$ cat src/rtl/demux1x2_4bits.sv
`default_nettype none
// ============================================================================
// Module      : demux1x2_4bits
// Description : 1:2 word demultiplexer. Splits one valid-qualified word stream
//               into two lanes, alternating lane 0 / lane 1 on every accepted
//               word. Each lane has a small show-ahead FIFO with a pop
//               handshake so the two consumers drain independently.
// Ports       : clk         - system clock, all state on rising edge
//               reset_L     - asynchronous active-low reset
//               data_in     - input word (BW bits)
//               valid_in    - data_in valid this cycle
//               ready_in    - block accepts a word this cycle (from state only)
//               sel_next    - lane that receives the next accepted word
//               data_out0/1 - head word of lane 0/1 FIFO (0 while empty)
//               valid_out0/1- lane 0/1 FIFO not empty
//               pop0/1      - lane 0/1 consumer takes the head word
// Revision    : 1.0 - initial release
// ============================================================================
module demux1x2_4bits #(
  parameter int BW    = 4,
  parameter int DEPTH = 2   // power of 2, >= 2
) (
  input  logic          clk,
  input  logic          reset_L,
  input  logic [BW-1:0] data_in,
  input  logic          valid_in,
  output logic          ready_in,
  output logic          sel_next,
  output logic [BW-1:0] data_out0,
  output logic          valid_out0,
  input  logic          pop0,
  output logic [BW-1:0] data_out1,
  output logic          valid_out1,
  input  logic          pop1
);

  localparam int c_ptr_w = $clog2(DEPTH);
  localparam int c_cnt_w = c_ptr_w + 1;

  logic          r_sel_next;
  logic          w_accept;
  logic [1:0]    w_full;
  logic [1:0]    w_valid;
  logic [1:0]    w_pop_req;
  logic [BW-1:0] w_head [2];

  assign w_pop_req = {pop1, pop0};

  // Backpressure comes only from the lane that would take the next word, so
  // ready_in never depends on valid_in. A pop on a full lane does not open
  // the slot until the following cycle.
  assign ready_in = ~w_full[r_sel_next];
  assign w_accept = valid_in & ready_in;
  assign sel_next = r_sel_next;

  always_ff @(posedge clk or negedge reset_L) begin
    if (!reset_L) begin
      r_sel_next <= 1'b0;
    end else if (w_accept) begin
      r_sel_next <= ~r_sel_next;
    end
  end

  generate
    for (genvar g = 0; g < 2; g++) begin : g_lane
      logic [BW-1:0]      r_mem [DEPTH];
      logic [c_ptr_w-1:0] r_wr_ptr;
      logic [c_ptr_w-1:0] r_rd_ptr;
      logic [c_cnt_w-1:0] r_count;
      logic               w_push;
      logic               w_pop;
      logic               w_empty;

      assign w_empty   = (r_count == '0);
      assign w_full[g] = (r_count == c_cnt_w'(DEPTH));
      assign w_valid[g] = ~w_empty;
      assign w_push    = w_accept & (r_sel_next == 1'(g));
      // Pops on an empty lane are dropped so pointers and count stay put.
      assign w_pop     = w_pop_req[g] & ~w_empty;
      // Stale entries stay in memory after a pop; mask the head while empty.
      assign w_head[g] = w_empty ? '0 : r_mem[r_rd_ptr];

      always_ff @(posedge clk or negedge reset_L) begin
        if (!reset_L) begin
          for (int i = 0; i < DEPTH; i++) begin
            r_mem[i] <= '0;
          end
          r_wr_ptr <= '0;
          r_rd_ptr <= '0;
          r_count  <= '0;
        end else begin
          if (w_push) begin
            r_mem[r_wr_ptr] <= data_in;
            r_wr_ptr        <= r_wr_ptr + 1'b1;  // wraps modulo DEPTH
          end
          if (w_pop) begin
            r_rd_ptr <= r_rd_ptr + 1'b1;
          end
          if (w_push && !w_pop) begin
            r_count <= r_count + 1'b1;
          end else if (!w_push && w_pop) begin
            r_count <= r_count - 1'b1;
          end
        end
      end
    end
  endgenerate

  assign data_out0  = w_head[0];
  assign valid_out0 = w_valid[0];
  assign data_out1  = w_head[1];
  assign valid_out1 = w_valid[1];

endmodule
`default_nettype wire

$ cat config.mk
export PLATFORM = sky130hd
export DESIGN_NAME = demux1x2_4bits
export DESIGN_NICKNAME = d
export VERILOG_FILES = /design/src/rtl/demux1x2_4bits.sv
export SDC_FILE = /design/constraint.sdc
export NUM_CORES = 1
export LEC_CHECK = 0
export BUFFER_PORTS_ARGS = -buffer_cell sky130_fd_sc_hd__buf_2
export CAP_MARGIN = 20
export CORE_ASPECT_RATIO = 1.2
export CORE_MARGIN = 2
export CORE_UTILIZATION = 60
export CTS_BUF_LIST = sky130_fd_sc_hd__clkbuf_8
export DETAILED_ROUTE_END_ITERATION = 10
export PLACE_DENSITY = 0.85
export SLEW_MARGIN = 20
export SYNTH_ARGS = -nofsm -noshare
export SYNTH_HDL_FRONTEND = slang
export SYNTH_SLANG_ARGS = --single-unit
export TNS_END_PERCENT = 100
$ cat constraint.sdc
create_clock -name clk -period 3.3 [get_ports clk]
set_clock_uncertainty 0.2 [all_clocks]
set_input_delay 0.66 -clock clk [delete_from_list [all_inputs] [get_ports clk]]
set_output_delay 0.66 -clock clk [all_outputs]
set_load 0.03 [all_outputs]
**Yosys cells after proc, flatten, opt, wreduce, memory -nomap -nowiden**

Cells that the tools add are included.

- Equal/unequal tests: 2
- Muxes and demuxes: 20
- Magnitude comparators: 7
- Add/subtract/negate cells: 8
- Bitwise operators: 13
- Reduce and logical (&&, ||, !) cells: 14

Operators by type and width:

| operator | count |
|---|---|
| $mux 4 | 10 |
| $bwmux 8 | 2 |
| $demux 4 s1 | 2 |
| $ge 2x2->1 const B | 4 |
| $mux 2 | 4 |
| $not 1->2 | 4 |
| $logic_and 1x1->1 | 6 |
| $and 1x1->1 | 5 |
| $add 1x1->1 const B | 4 |
| $add 2x1->2 const B | 2 |
| $eq 2x2->1 const B | 2 |
| $logic_not 1->1 | 4 |
| $logic_not 2->1 | 2 |
| $lt 2x1->1 const B | 2 |
| $not 1->1 | 4 |
| $reduce_bool 2->1 | 2 |
| $sub 2x1->2 const B | 2 |
| $lt 1x2->1 const B | 1 |
| $mux 1 | 2 |

- Input port bits: 9
- Bits in registers: 25
- Logic and storage cells: 75
- Output and inout bits: 12

**Longest topological paths before layout**

- Depth after elaboration: 10
- Mapped depth: 7
- Depth with buffers taken out: 6

**Worst setup path before layout**

OpenSTA, ideal clock, no wires.

- Path type: register to output
- Start: reg r_sel_next, in the netlist sel_next
- End: out ready_in
- Slack: 1.149 ns
- Data required time: 2.440 ns
- Stages on the path, launching flop included: 4
- Data arrival time: 1.291 ns
- Buffers on the path: 1
- Cells stage by stage: dfrtp_1 -> clkbuf_2 -> nor2_1 -> a21oi_1

- Word-level cells in the longest chain between the ends: 3

RTL lines:

| what | line | text |
|---|---|---|
| start, declared | 40 | `logic r_sel_next;` |
| start signal, assigned | 60 | `r_sel_next <= ~r_sel_next;` |
| $mux 1 (implied by the code) (2 in series) | 52 | `assign ready_in = ~w_full[r_sel_next];` |
| $not 1->1 | 52 |  |
| end, declared | 27 | `output logic ready_in,` |

Every way passes these cells. The select of a mux whose other input is x is not followed.

**Worst setup path after layout**

- Start: reg g_lane[1].r_count[0]
- End: out data_out1[1]

- Word-level cells in the longest chain between the ends: 2

RTL lines:

| what | line | text |
|---|---|---|
| start, declared | 69 | `logic [c_cnt_w-1:0] r_count;` |
| start signal, assigned | 100 | `r_count <= r_count + 1'b1;` |
| start signal, assigned | 102 | `r_count <= r_count - 1'b1;` |
| $logic_not 2->1 | 74 | `assign w_empty = (r_count == '0);` |
| $mux 4 | 81 | `assign w_head[g] = w_empty ? '0 : r_mem[r_rd_ptr];` |
| end, declared | 32 | `output logic [BW-1:0] data_out1,` |

Every way passes these cells.

==> metrics.cfg <==
[synth]
ys_ff_latch = 25
yosys-top-cells-count = 25 x dfrtp_1, 16 x mux2_2, 14 x nor2_1, 8 x mux2i_1, 6 x xor2_1
synth_warnings = 0
ys_top_cells_by_area = dfrtp_1 53%, mux2_2 15%, mux2i_1 6.7%
synthFlopType = dfrtp_1
syn_area_mm2 = 0.00119
yosysSeqAreaShare_pct = 52.6
syn_inst = 95
yosysUniqueCellTypes = 22
yosys.area.top_type_share_pct = 52.6
async_flop_share_pct = 100
synth_largest_area_cell = dfrtp_1
syn_area_per_cell_um2 = 12.5
synth_edf_count = 0
yosysMostFrequentCell = dfrtp_1
synth_fp_nets = 106

[placement]
gp_congestion = 0.768
placed_cell_area_mm2 = 0.00130
place.port_buffers = 20
placed_cells_incl_taps = 131
place_ws_ns = 1.35
post-dp-hpwl_um = 1410

[outcome]
status = complete, no violations

[timing]
rsz0062_at_grt = false
min_period_ns = 2.17
worst_hold_slack_ns = 0.163
setup_tns_ns = 0
worstMarginPinSlew_ns = 0.537
max_freq_mhz = 460
timing.final.ws_setup_ns = 1.13
post-route-period-util_pct = 65.8
report.final.slew_viol_count = 0
setup_violations = 0
hold_violations = 0
relSlewSlack_pct = 64.2

[clock_network]
clk_latency_ns = 0.27
post_cts_buffers = 0
cts_buffers = 3
cts_tree = done
htreeDepth = 1
cts_resized = 0
clkSinkCount = 25
path_clk_slew_ns = 0.08
hold_buffers = 0
clockBufferDepth = 2
clockRootBuffer = clkbuf_8

[critical_path]
startpoint = g_lane[1].r_count[0]$_DFFE_PN0P_
cp_top_family = flip-flops
rr_worst_depth = 5
cp.required_ns = 2.44
r2r_end = g_lane[0].r_count[1]$_DFFE_PN0P_
timing.rr.start = g_lane[0].r_count[1]$_DFFE_PN0P_
path_cells = nor2_1, nor2_1, buf_2
critPathMaxStageDelay_ns = 0.45
crit_arrival_ns = 1.31
startpoint_type = register
path_max_fanout = 6
crit_type = reg2out
cpMostUsedCell = nor2_1
critPathSlowestCell = dfrtp_1
r2r_setup_slack_ns = 1.55
crit_buf_inv = 1
end_kind = output port

[detailed_routing]
vias = 752
drt-met1-wl_um = 867
dr.pass1.iters = 4
drc_errors = 0
wl_met2_um = 917
drt-total-wl_um = 1860
dr.first_iter.drc_count = 17
highest_layer = met4
wire_per_inst_um = 13.7
ant_nets = 0
route.met3.wl_um = 55
viasPerCell = 5.57

[floorplan]
core_mm2 = 0.00185
start_util_pct = 64.3
rows = 17
io_pins = 21
die_w_um = 44.7
die_area_mm2 = 0.00236
die_h_um = 52.8

[power_and_ir_drop]
powerDensity_mw_per_mm2 = 1180
p_leak_nw = 0.649
ir_worst_vdd_mv = 0.683

[cells_and_area]
fin_cells = 135
stdcell_area_mm2 = 0.00135
final_nets = 128
nFillCells = 134
area_growth_pct = 13.2
final_layout_size_suffix_gt1_share_pct = 37.9
diodes = 0

[job]
cap_violations = 0

[global_routing]
grt_pass1_wl_um = 3200
grt_pass1_vias = 708
antenna_found_initial = 0
grt-ovfl-total = 0
grt_max_degree = 26
grtUsageTotal_pct = 19.8

[hold_path]
hp-class = in2async

==> routing by layer <==
metal	vias to the layer above	global-route usage [%]
li1	366	-
met1	375	25.5
met2	9	29.5
met3	2	6.55
met4	0	9.60
met5	-	0
==> report_power, final <==
group          internal [W]  switching, W  total (W)
sequential         0.000468      0.000150   0.000618
combinational      0.000344      0.000448   0.000792
clock             0.0000843     0.0000939   0.000178
total              0.000896      0.000692    0.00159
==> cell families (layout without fill, tap and decap cells) <==
kind of cell               count (synthesis)  in the layout  share of synthesized area, %
AOI/OAI and AO/OA                          4              4                          1.89
adders and majority gates                  2              2                          2.10
buffers and inverters                      5             26                          1.68
and+or+nand+nor                           25             25                          12.5
xor gates and xnor gates                  10             10                          7.36
DFF                                       25             25                          52.6
muxes                                     24             24                          21.9
==> metrics by stage <==
stage	utilization (%)	power [W]
after floorplan	-	0.00124
after global placement	70.3	0.00140
after detailed placement	70.3	0.00143
after CTS	72.8	0.00161
after global routing	72.8	0.00170
final	72.8	0.00159
==> area by class of cell <==
cell class,count,area (µm²),area share (%)
tap,19,23.8,1.76
clock buffer,3,41.3,3.06
multi-input combinational,65,544,40.4
sequential,25,626,46.4
clock inverter,1,5.00,0.371
timing repair buffer,20,100,7.43
inverter,2,7.51,0.557
==> state kept, by name (all words and copies together), names as in the netlist <==
name / cells
g_lane.r_mem: 16
g_lane.r_count: 4
g_lane.r_rd_ptr: 2
g_lane.r_wr_ptr: 2
sel_next: 1
==> worst max-delay path by stage <==
stage,endpoint,slack (ns),cells after the start
after floorplan,ready_in,1.15,3
after global placement,g_lane[1].r_count[1]$_DFFE_PN0P_,1.40,7
after detailed placement,g_lane[0].r_count[1]$_DFFE_PN0P_,1.35,6
after CTS,data_out1[1],1.12,3
after global routing,data_out0[3],1.01,3
final,data_out1[1],1.13,3
==> worst reg2reg max path, stage by stage, from the launching register on <==
cell	delay, ns
dfrtp_1	0.43
nor2b_2	0.20
nor3b_2	0.26
ha_1	0.31
nor2_1	0.14
xor2_1	0.15
==> cell usage in the layout (no fill, tap or decap) <==
cell      instances
inv_1             2
mux2_2           16
nand4b_1          1
nor3_2            1
mux2i_1           8
a21o_1            1
nand2_1           2
nor3b_2           1
dfrtp_1          25
o21ai_0           2
clkbuf_8          3
nor4b_4           1
xnor2_1           4
xor2_1            6
buf_2            20
nor2b_1           1
nor2_1           14
nor2b_2           1
nand4_1           1
ha_1              2
nand2b_1          2
a21oi_1           1
clkinv_2          1
(Power assumes the default switching activity.)
